### src/rtl/accel_run_ctrl.sv
// Run sequencer for the MNIST accelerator: resets the accelerator, waits for the
// image stream to finish (or time out), then serially scans ten signed scores for the argmax.
module accel_run_ctrl #(
    parameter int W             = 32,
    parameter int RST_CYCLES    = 2,
    parameter int END_COUNT     = 784,
    parameter int SETTLE_CYCLES = 40,
    parameter int TIMEOUT       = 1000
) (
    input  logic         clk,
    input  logic         reset,
    input  logic         start,
    output logic         accel_reset,
    input  logic [W-1:0] counter1,
    input  logic [W-1:0] result0,
    input  logic [W-1:0] result1,
    input  logic [W-1:0] result2,
    input  logic [W-1:0] result3,
    input  logic [W-1:0] result4,
    input  logic [W-1:0] result5,
    input  logic [W-1:0] result6,
    input  logic [W-1:0] result7,
    input  logic [W-1:0] result8,
    input  logic [W-1:0] result9,
    output logic         busy,
    output logic         done,
    output logic         timed_out,
    output logic [3:0]   class_id,
    output logic [W-1:0] max_score,
    output logic [15:0]  run_cycles
);

    localparam logic [2:0] S_IDLE   = 3'd0;
    localparam logic [2:0] S_RST    = 3'd1;
    localparam logic [2:0] S_RUN    = 3'd2;
    localparam logic [2:0] S_SETTLE = 3'd3;
    localparam logic [2:0] S_SCAN   = 3'd4;
    localparam logic [2:0] S_DONE   = 3'd5;

    localparam logic [W-1:0] RST_LAST    = W'(RST_CYCLES - 1);
    localparam logic [W-1:0] SETTLE_LAST = W'(SETTLE_CYCLES - 1);
    localparam logic [W-1:0] RUN_LAST    = W'(TIMEOUT - 1);
    localparam logic [W-1:0] END_VAL     = W'(END_COUNT);
    localparam logic [W-1:0] SAT_LIMIT   = W'(32'h0000_FFFF);
    localparam logic [3:0]   CLASS_NONE  = 4'hF;
    localparam logic [3:0]   LAST_IDX    = 4'd9;

    logic [2:0]   state_q,      state_d;
    logic [W-1:0] cnt_q,        cnt_d;
    logic [3:0]   idx_q,        idx_d;
    logic [W-1:0] best_q,       best_d;
    logic [3:0]   bidx_q,       bidx_d;
    logic         timed_out_q,  timed_out_d;
    logic [3:0]   class_id_q,   class_id_d;
    logic [W-1:0] max_score_q,  max_score_d;
    logic [15:0]  run_cycles_q, run_cycles_d;

    logic [W-1:0] cnt_inc;
    logic [W-1:0] cur_score;
    logic         scan_take;
    logic [W-1:0] best_nxt;
    logic [3:0]   bidx_nxt;

    function automatic logic [15:0] sat16(input logic [W-1:0] v);
        return (v > SAT_LIMIT) ? 16'hFFFF : v[15:0];
    endfunction

    // NOTE: every always_comb output gets a default first so no path leaves it unassigned (no latch).
    always_comb begin
        cur_score = '0;
        case (idx_q)
            4'd0:    cur_score = result0;
            4'd1:    cur_score = result1;
            4'd2:    cur_score = result2;
            4'd3:    cur_score = result3;
            4'd4:    cur_score = result4;
            4'd5:    cur_score = result5;
            4'd6:    cur_score = result6;
            4'd7:    cur_score = result7;
            4'd8:    cur_score = result8;
            4'd9:    cur_score = result9;
            default: cur_score = '0;
        endcase
    end

    // Strict compare so ties keep the lower class index.
    assign scan_take = (idx_q == 4'd0) || ($signed(cur_score) > $signed(best_q));
    assign best_nxt  = scan_take ? cur_score : best_q;
    assign bidx_nxt  = scan_take ? idx_q : bidx_q;
    assign cnt_inc   = cnt_q + 1'b1;

    always_comb begin
        state_d      = state_q;
        cnt_d        = cnt_q;
        idx_d        = idx_q;
        best_d       = best_q;
        bidx_d       = bidx_q;
        timed_out_d  = timed_out_q;
        class_id_d   = class_id_q;
        max_score_d  = max_score_q;
        run_cycles_d = run_cycles_q;

        case (state_q)
            S_IDLE, S_DONE: begin
                if (start) begin
                    state_d     = S_RST;
                    cnt_d       = '0;
                    timed_out_d = 1'b0;
                    class_id_d  = CLASS_NONE;
                    max_score_d = '0;
                end
            end
            S_RST: begin
                if (cnt_q == RST_LAST) begin
                    state_d = S_RUN;
                    cnt_d   = '0;
                end else begin
                    cnt_d = cnt_inc;
                end
            end
            S_RUN: begin
                // Completion is checked before the timeout so it wins on a tie.
                if (counter1 == END_VAL) begin
                    state_d      = S_SETTLE;
                    run_cycles_d = sat16(cnt_q);
                    cnt_d        = '0;
                end else if (cnt_q == RUN_LAST) begin
                    state_d      = S_DONE;
                    timed_out_d  = 1'b1;
                    class_id_d   = CLASS_NONE;
                    max_score_d  = '0;
                    run_cycles_d = sat16(cnt_inc);
                end else begin
                    cnt_d = cnt_inc;
                end
            end
            S_SETTLE: begin
                if (cnt_q == SETTLE_LAST) begin
                    state_d = S_SCAN;
                    cnt_d   = '0;
                    idx_d   = '0;
                end else begin
                    cnt_d = cnt_inc;
                end
            end
            S_SCAN: begin
                best_d = best_nxt;
                bidx_d = bidx_nxt;
                if (idx_q == LAST_IDX) begin
                    state_d     = S_DONE;
                    class_id_d  = bidx_nxt;
                    max_score_d = best_nxt;
                end else begin
                    idx_d = idx_q + 4'd1;
                end
            end
            default: state_d = S_IDLE;
        endcase
    end

    // NOTE: state uses non-blocking assignments so every register samples pre-edge values.
    always_ff @(posedge clk or posedge reset) begin
        if (reset) begin
            state_q      <= S_IDLE;
            cnt_q        <= '0;
            idx_q        <= '0;
            best_q       <= '0;
            bidx_q       <= '0;
            timed_out_q  <= 1'b0;
            class_id_q   <= CLASS_NONE;
            max_score_q  <= '0;
            run_cycles_q <= '0;
        end else begin
            state_q      <= state_d;
            cnt_q        <= cnt_d;
            idx_q        <= idx_d;
            best_q       <= best_d;
            bidx_q       <= bidx_d;
            timed_out_q  <= timed_out_d;
            class_id_q   <= class_id_d;
            max_score_q  <= max_score_d;
            run_cycles_q <= run_cycles_d;
        end
    end

    // Accelerator is released only while it computes or holds its scores for the scan.
    assign accel_reset = !((state_q == S_RUN) || (state_q == S_SETTLE) || (state_q == S_SCAN));
    assign busy        = (state_q != S_IDLE) && (state_q != S_DONE);
    assign done        = (state_q == S_DONE);
    assign timed_out   = timed_out_q;
    assign class_id    = class_id_q;
    assign max_score   = max_score_q;
    assign run_cycles  = run_cycles_q;

endmodule

### config.mk
export PLATFORM = sky130hd
export DESIGN_NAME = accel_run_ctrl
export DESIGN_NICKNAME = d
export VERILOG_FILES = /design/src/rtl/accel_run_ctrl.sv
export SDC_FILE = /design/constraint.sdc
export NUM_CORES = 1
export LEC_CHECK = 0
export CAP_MARGIN = 10
export CORE_AREA = 2 2 158 160
export CTS_BUF_LIST = sky130_fd_sc_hd__clkbuf_8
export CTS_CLUSTER_DIAMETER = 40
export CTS_CLUSTER_SIZE = 24
export DETAILED_ROUTE_END_ITERATION = 12
export DIE_AREA = 0 0 160 162
export PLACE_DENSITY_LB_ADDON = 0.15
export SETUP_SLACK_MARGIN = 0.05
export SYNTH_ARGS = -nofsm -noshare
export SYNTH_HDL_FRONTEND = slang
export SYNTH_SLANG_ARGS = --single-unit
### constraint.sdc
create_clock -name clk -period 5.9 [get_ports clk]
set_input_delay 1.18 -clock clk [delete_from_list [all_inputs] [get_ports clk]]
set_output_delay 1.18 -clock clk [all_outputs]
set_load 0.05 [all_outputs]
---- Word-level counts from Yosys, hierarchy flattened ----
Cells that the tools add are included.
operators by class
  $add $sub $neg .......................... 2
  $lt $le $gt $ge ......................... 3
  equal/unequal tests ..................... 28
  muxes and demuxes ....................... 36
  reduce and logical (&&, ||, !) cells .... 20
operator list
  cell                   number
  $pmux 32 s10           1
  $mux 32                9
  $pmux 32 s4            1
  $pmux 32 s3            1
  $eq 32x10->1 const B   2
  $gt 32x16->1 const B   2
  $mux 16                4
  $add 32x1->32 const B  1
  $eq 32x1->1 const B    1
  $eq 32x6->1 const B    1
  $gt 32x32->1           1
  $mux 4                 7
  $mux 3                 6
  $eq 4x3->1 const B     4
  $pmux 3 s5             1
  $ne 2x2->1 const B     7
  $pmux 4 s3             1
  $reduce_and 5->1       2
  $ne 3x3->1 const B     3
  $eq 4x2->1 const B     2
  $eq 4x4->1 const B     2
  $pmux 4 s2             1
  $eq 3x2->1 const B     2
  $eq 3x3->1 const B     2
  other kinds (17)       25
storage, ports and cells
  register bits ........................... 128
  input bits .............................. 355
  output and inout port bits .............. 56
  word-level logic and storage cells ...... 98

---- Longest topological paths before layout ----
  depth after elaboration ................. 7
  gate-level depth with buffers ........... 20
  depth with buffers taken out ............ 16

---- Worst setup path before layout ----
No wires, ideal clock.
  path kind ............................... flip-flop to flip-flop
  from .................................... register idx_q[0]
  to ...................................... register best_q[0]
  library setup time ...................... 0.077 ns
  arrival time ............................ 3.959 ns
  data required time ...................... 5.823 ns
  setup slack ............................. 1.864 ns
  stages on the path, launching flop included .. 20
  buffers on the path ..................... 4
  period minus slack after synthesis ...... 4.036 ns
  path through ............................ dfrtp_1 > inv_1 > ha_1 > and3b_1 > clkbuf_1 > clkbuf_1 > a22o_1 > a221oi_1 > and4_1 > inv_1 > ha_1 > and2_1 > nand3_1 > nor4_1 > nand3_1 > a31oi_1 > clkbuf_1 > clkbuf_1 > nor2_1 > a21oi_1
between the ends
  cells in the longest elaborated chain, start to end .. 5
RTL lines
  element                                   RTL line  source
  start: declaration                        50        logic [3:0] idx_q, idx_d;
  start signal: assignment                  176       idx_q <= idx_d;
  $eq 4x4->1, or another cell as far along  71        case (idx_q)
  $pmux 32 s10                              71
  $gt 32x32->1                              87        assign scan_take = (idx_q == 4'd0) || ($signed(cur_score) > $signed(best_q));
  $logic_or 1x1->1                          87
  $mux 32 (*)                               88        assign best_nxt = scan_take ? cur_score : best_q;
  end signal: assignment                    177       best_q <= best_d;
  end: declaration                          51        logic [W-1:0] best_q, best_d;
Mark *: on every way between the ends. The rest lies on a longest branch, timed or not.
A chain may end at the register's enable or synchronous reset.

---- Final worst setup path ----
  from .................................... register idx_q[0]
  to ...................................... register max_score_q[12] (netlist: max_score[12])
between the ends
  cells in the longest elaborated chain, start to end .. 7
RTL lines
  element                                   RTL line  source
  $eq 4x4->1, or another cell as far along  71, 149
  $pmux 32 s10                              71
  $gt 32x32->1                              87
  $logic_or 1x1->1                          87
  $mux 32                                   88
  $mux 32                                   149       if (idx_q == LAST_IDX) begin
  $pmux 32 s3                               103       case (state_q)
  end signal: assignment                    181       max_score_q <= max_score_d;
  end: declaration                          55        logic [W-1:0] max_score_q, max_score_d;
Several ways; a longest one is shown, not always the timed one. The select of a mux whose other input is x is not followed.

==> flow_summary.yaml <==
cts:
  cts_hold_buffers: 0
  post_cts_buffers: 0
  ctsLongestPathBuffers: 2
  tritoncts: "yes"
  cts_htree_levels: 4
  cts_resized: 0
  clk_latency_ns: 0.46
  cts.root.buffer_cell: "clkbuf_8"
  clk_pin_slew_worst_paths_ns: 0.07
  numCtsBuffers: 17
  cts_sinks: 128
power:
  combPwrFrac: 0.565
  p_switching_uw: 2380
  p_leak_uw: 0.00573
  p_sw_frac: 0.456
  power_frac_seq: 0.255
  ir_worst_vdd_uv: 272
  p_int_uw: 2840
  power.total_uw: 5220
  powerDensity_mw_per_mm2: 368
  power.share.clock: 0.180
synthesis:
  async_flop_share: 1.00
  synthDistinctLibCells: 59
  ys_seq_area_frac: 0.346
  synth_fp_nets: 1532
  netlist_area_mm2: 0.00928
  synth_top_cells_by_area: "dfrtp_1 33%, o21ai_0 6.2%, a22oi_1 5.8%, ha_1 5.3%, a221oi_1 4.3%"
  ys.flop_type: "dfrtp_1"
  synthCells: 1138
  synth_edf_count: 0
  yosys_warnings: 0
  yosys.area.top_type: "dfrtp_1"
  yosys-top-cells-count: "124 x dfrtp_1, 114 x o21ai_0, 89 x nand2_1, 84 x clkbuf_1, 81 x inv_1"
  synth_top_cell_area_share: 0.335
  synth_most_common_cell: "dfrtp_1"
  syn_avg_cell_area_um2: 8.15
  ys_ff_latch: 128
job:
  max-cap-violations: 0
route:
  dr.first_iter.drc_count: 1005
  num_vias: 10706
  wl_per_cell_um: 22.3
  dr.pass1.iters: 5
  postRouteAntennaNets: 0
  vias_per_cell: 5.82
  drc_errors: 0
  drt_wl_total_mm: 40.9
worst_hold_path:
  min_from: "class_id[1]$_DFFE_PP1P_"
  holdPathStages: 2
  min_to: "class_id[1]$_DFFE_PP1P_"
  hp-class: "register to register"
layout:
  fin_nets: 1891
  multi_input_area_mm2: 0.00546
  drive_above_1_share: 0.0583
  synthToLayoutAreaGrowth_pct: 52.7
  seq_area_mm2: 0.00321
  n_fill_cell: 2168
  final_cells: 1838
placed_design:
  place_congestion: 0.886
  hpwlAfterDp_mm: 31.2
  place_ws_ns: 0.598
  numPortBuffers: 410
  place_inst: 1802
grt:
  grt_pass1_wl_mm: 62.4
  grt_max_degree: 56
  first_global_vias: 10451
  overflow: 0
  grt_usage: 0.309
  grt_antenna_before_repair: 7
sta:
  hold_viol: 0
  fmax_ghz: 0.185
  setup_violations: 0
  rsz0062_at_grt: "no"
  layout_min_cycle_time_ns: 5.42
  relSlewSlack: 0.365
  fin_crit_sh: 0.918
  drv_slew: 0
  setup_ws_ns: 0.482
  worst_pin_slew_ns: 0.952
  clock_skew_ns: 0.0146
  finalSetupTns_ns: 0
die:
  io_pins: 411
  rows: 57
  die_y_um: 162
  dieArea_mm2: 0.0259
  start_util: 0.385
  core-area_mm2: 0.0241
  die_w_um: 160
setup_path:
  crit_arrival_ns: 5.78
  reg2reg_depth: 18
  rr_endpoint: "max_score[12]$_DFFE_PP0P_"
  ff2ff_setup_slack_ns: 0.48
  path_max_fanout: 36
  required_ns: 6.27
  timing.rr.start: "idx_q[0]$_DFFE_PP0P_"
  worstSetupPathType: "register to register"
  crit_path_start: "idx_q[0]$_DFFE_PP0P_"
  crit_path_start_kind: "register"
  setup.worst_path.end_class: "register"
run_status:
  status: "complete, no violations"
## stage by stage
step | instance area [um^2] | util | hold WS (ns)
finish | 14200 | 0.587 | 0.480
global route | 14200 | 0.587 | 0.507
CTS | 14200 | 0.587 | 0.485
detailed placement | 13700 | 0.567 | 0.466
global placement | 13700 | 0.567 | 0.467
floorplan | 9280 | - | 0.465
## power groups by stage
| stage | sequential [uW] | clock (uW) | combinational (uW) |
|---|---|---|---|
| 3_5_place_dp | 1340 | 0 | 2910 |
| 4_1_cts | 1330 | 951 | 2940 |
| 5_1_grt | 1370 | 993 | 3230 |
| 6_report | 1330 | 940 | 2940 |
| 2_1_floorplan | 1520 | 0 | 1670 |
| 3_3_place_gp | 1340 | 0 | 2870 |
## area by class of cell
class / instances / area share
Multi-Input combinational cell: 835 / 0.386
Timing Repair Buffer: 434 / 0.303
Sequential cell: 128 / 0.227
Tap cell: 324 / 0.0286
Inverter: 81 / 0.0216
Clock buffer: 18 / 0.0175
Clock inverter: 14 / 0.0168
Antenna cell: 4 / 0.000707
## cells by family after synthesis
family	after synthesis	share of synthesized area
compound gates	420	0.304
xor+xnor	5	0.00472
fa+ha+maj	39	0.0526
buf+inv	175	0.0714
flops	128	0.346
mux	11	0.0130
simple gates	360	0.209
## metal layers
metal | GRT usage | share of wire | vias up
met1 | 0.387 | 0.41 | 5207
met3 | 0.0720 | 0.072 | 65
met2 | 0.528 | 0.49 | 461
met4 | 0.0971 | 0.025 | 6
li1 | - | - | 4967
met5 | 0 | 0.00088 | -
## placed cells by master (no fill, tap or decap), drive strengths merged, types with 15 or more instances in the layout
master | netlist | final
a21oi | 65 | 65
a221oi | 46 | 46
a22o | 45 | 45
a22oi | 72 | 72
a31oi | 29 | 29
and2 | 48 | 48
and3 | 19 | 19
and4 | 23 | 23
buf | 10 | 24
clkbuf | 84 | 18
clkdlybuf4s50 | 0 | 410
dfrtp | 124 | 124
ha | 39 | 39
inv | 81 | 83
nand2 | 89 | 89
nand4 | 28 | 28
nor2 | 75 | 75
nor4 | 15 | 15
o21ai | 114 | 114
## state kept, by name (all words and copies together) (netlist names)
name	flops
best_q	32
cnt_q	32
max_score	32
run_cycles	16
bidx_q	4
class_id	4
idx_q	4
state_q	3
timed_out	1
## worst max-delay path, cell delays in order, from the launching register on
cell	delay, ns
dfrtp_1	0.49
inv_1	0.11
ha_1	0.24
and3b_1	0.47
buf_4	0.32
a22o_1	0.18
a221oi_1	0.27
and3_1	0.29
inv_1	0.06
ha_1	0.30
nand4_1	0.17
nor4_1	0.44
o21ai_0	0.22
o211ai_1	0.23
a21oi_1	0.21
o21ai_4	0.60
buf_4	0.40
o21ai_0	0.12
o21ai_0	0.20
## worst max-delay path by stage
| stage | end | slack (ns) | cells after the start |
|---|---|---|---|
| global placement | max_score[15]$_DFFE_PP0P_ | 0.66 | 15 |
| CTS | max_score[23]$_DFFE_PP0P_ | 0.55 | 17 |
| detailed placement | max_score[23]$_DFFE_PP0P_ | 0.60 | 15 |
| finish | max_score[12]$_DFFE_PP0P_ | 0.48 | 18 |
| global route | max_score[25]$_DFFE_PP0P_ | 0.15 | 18 |
| floorplan | best_q[0]$_DFFE_PP0P_ | 1.31 | 1 |
Note: power is estimated with default switching activity, not from simulation.
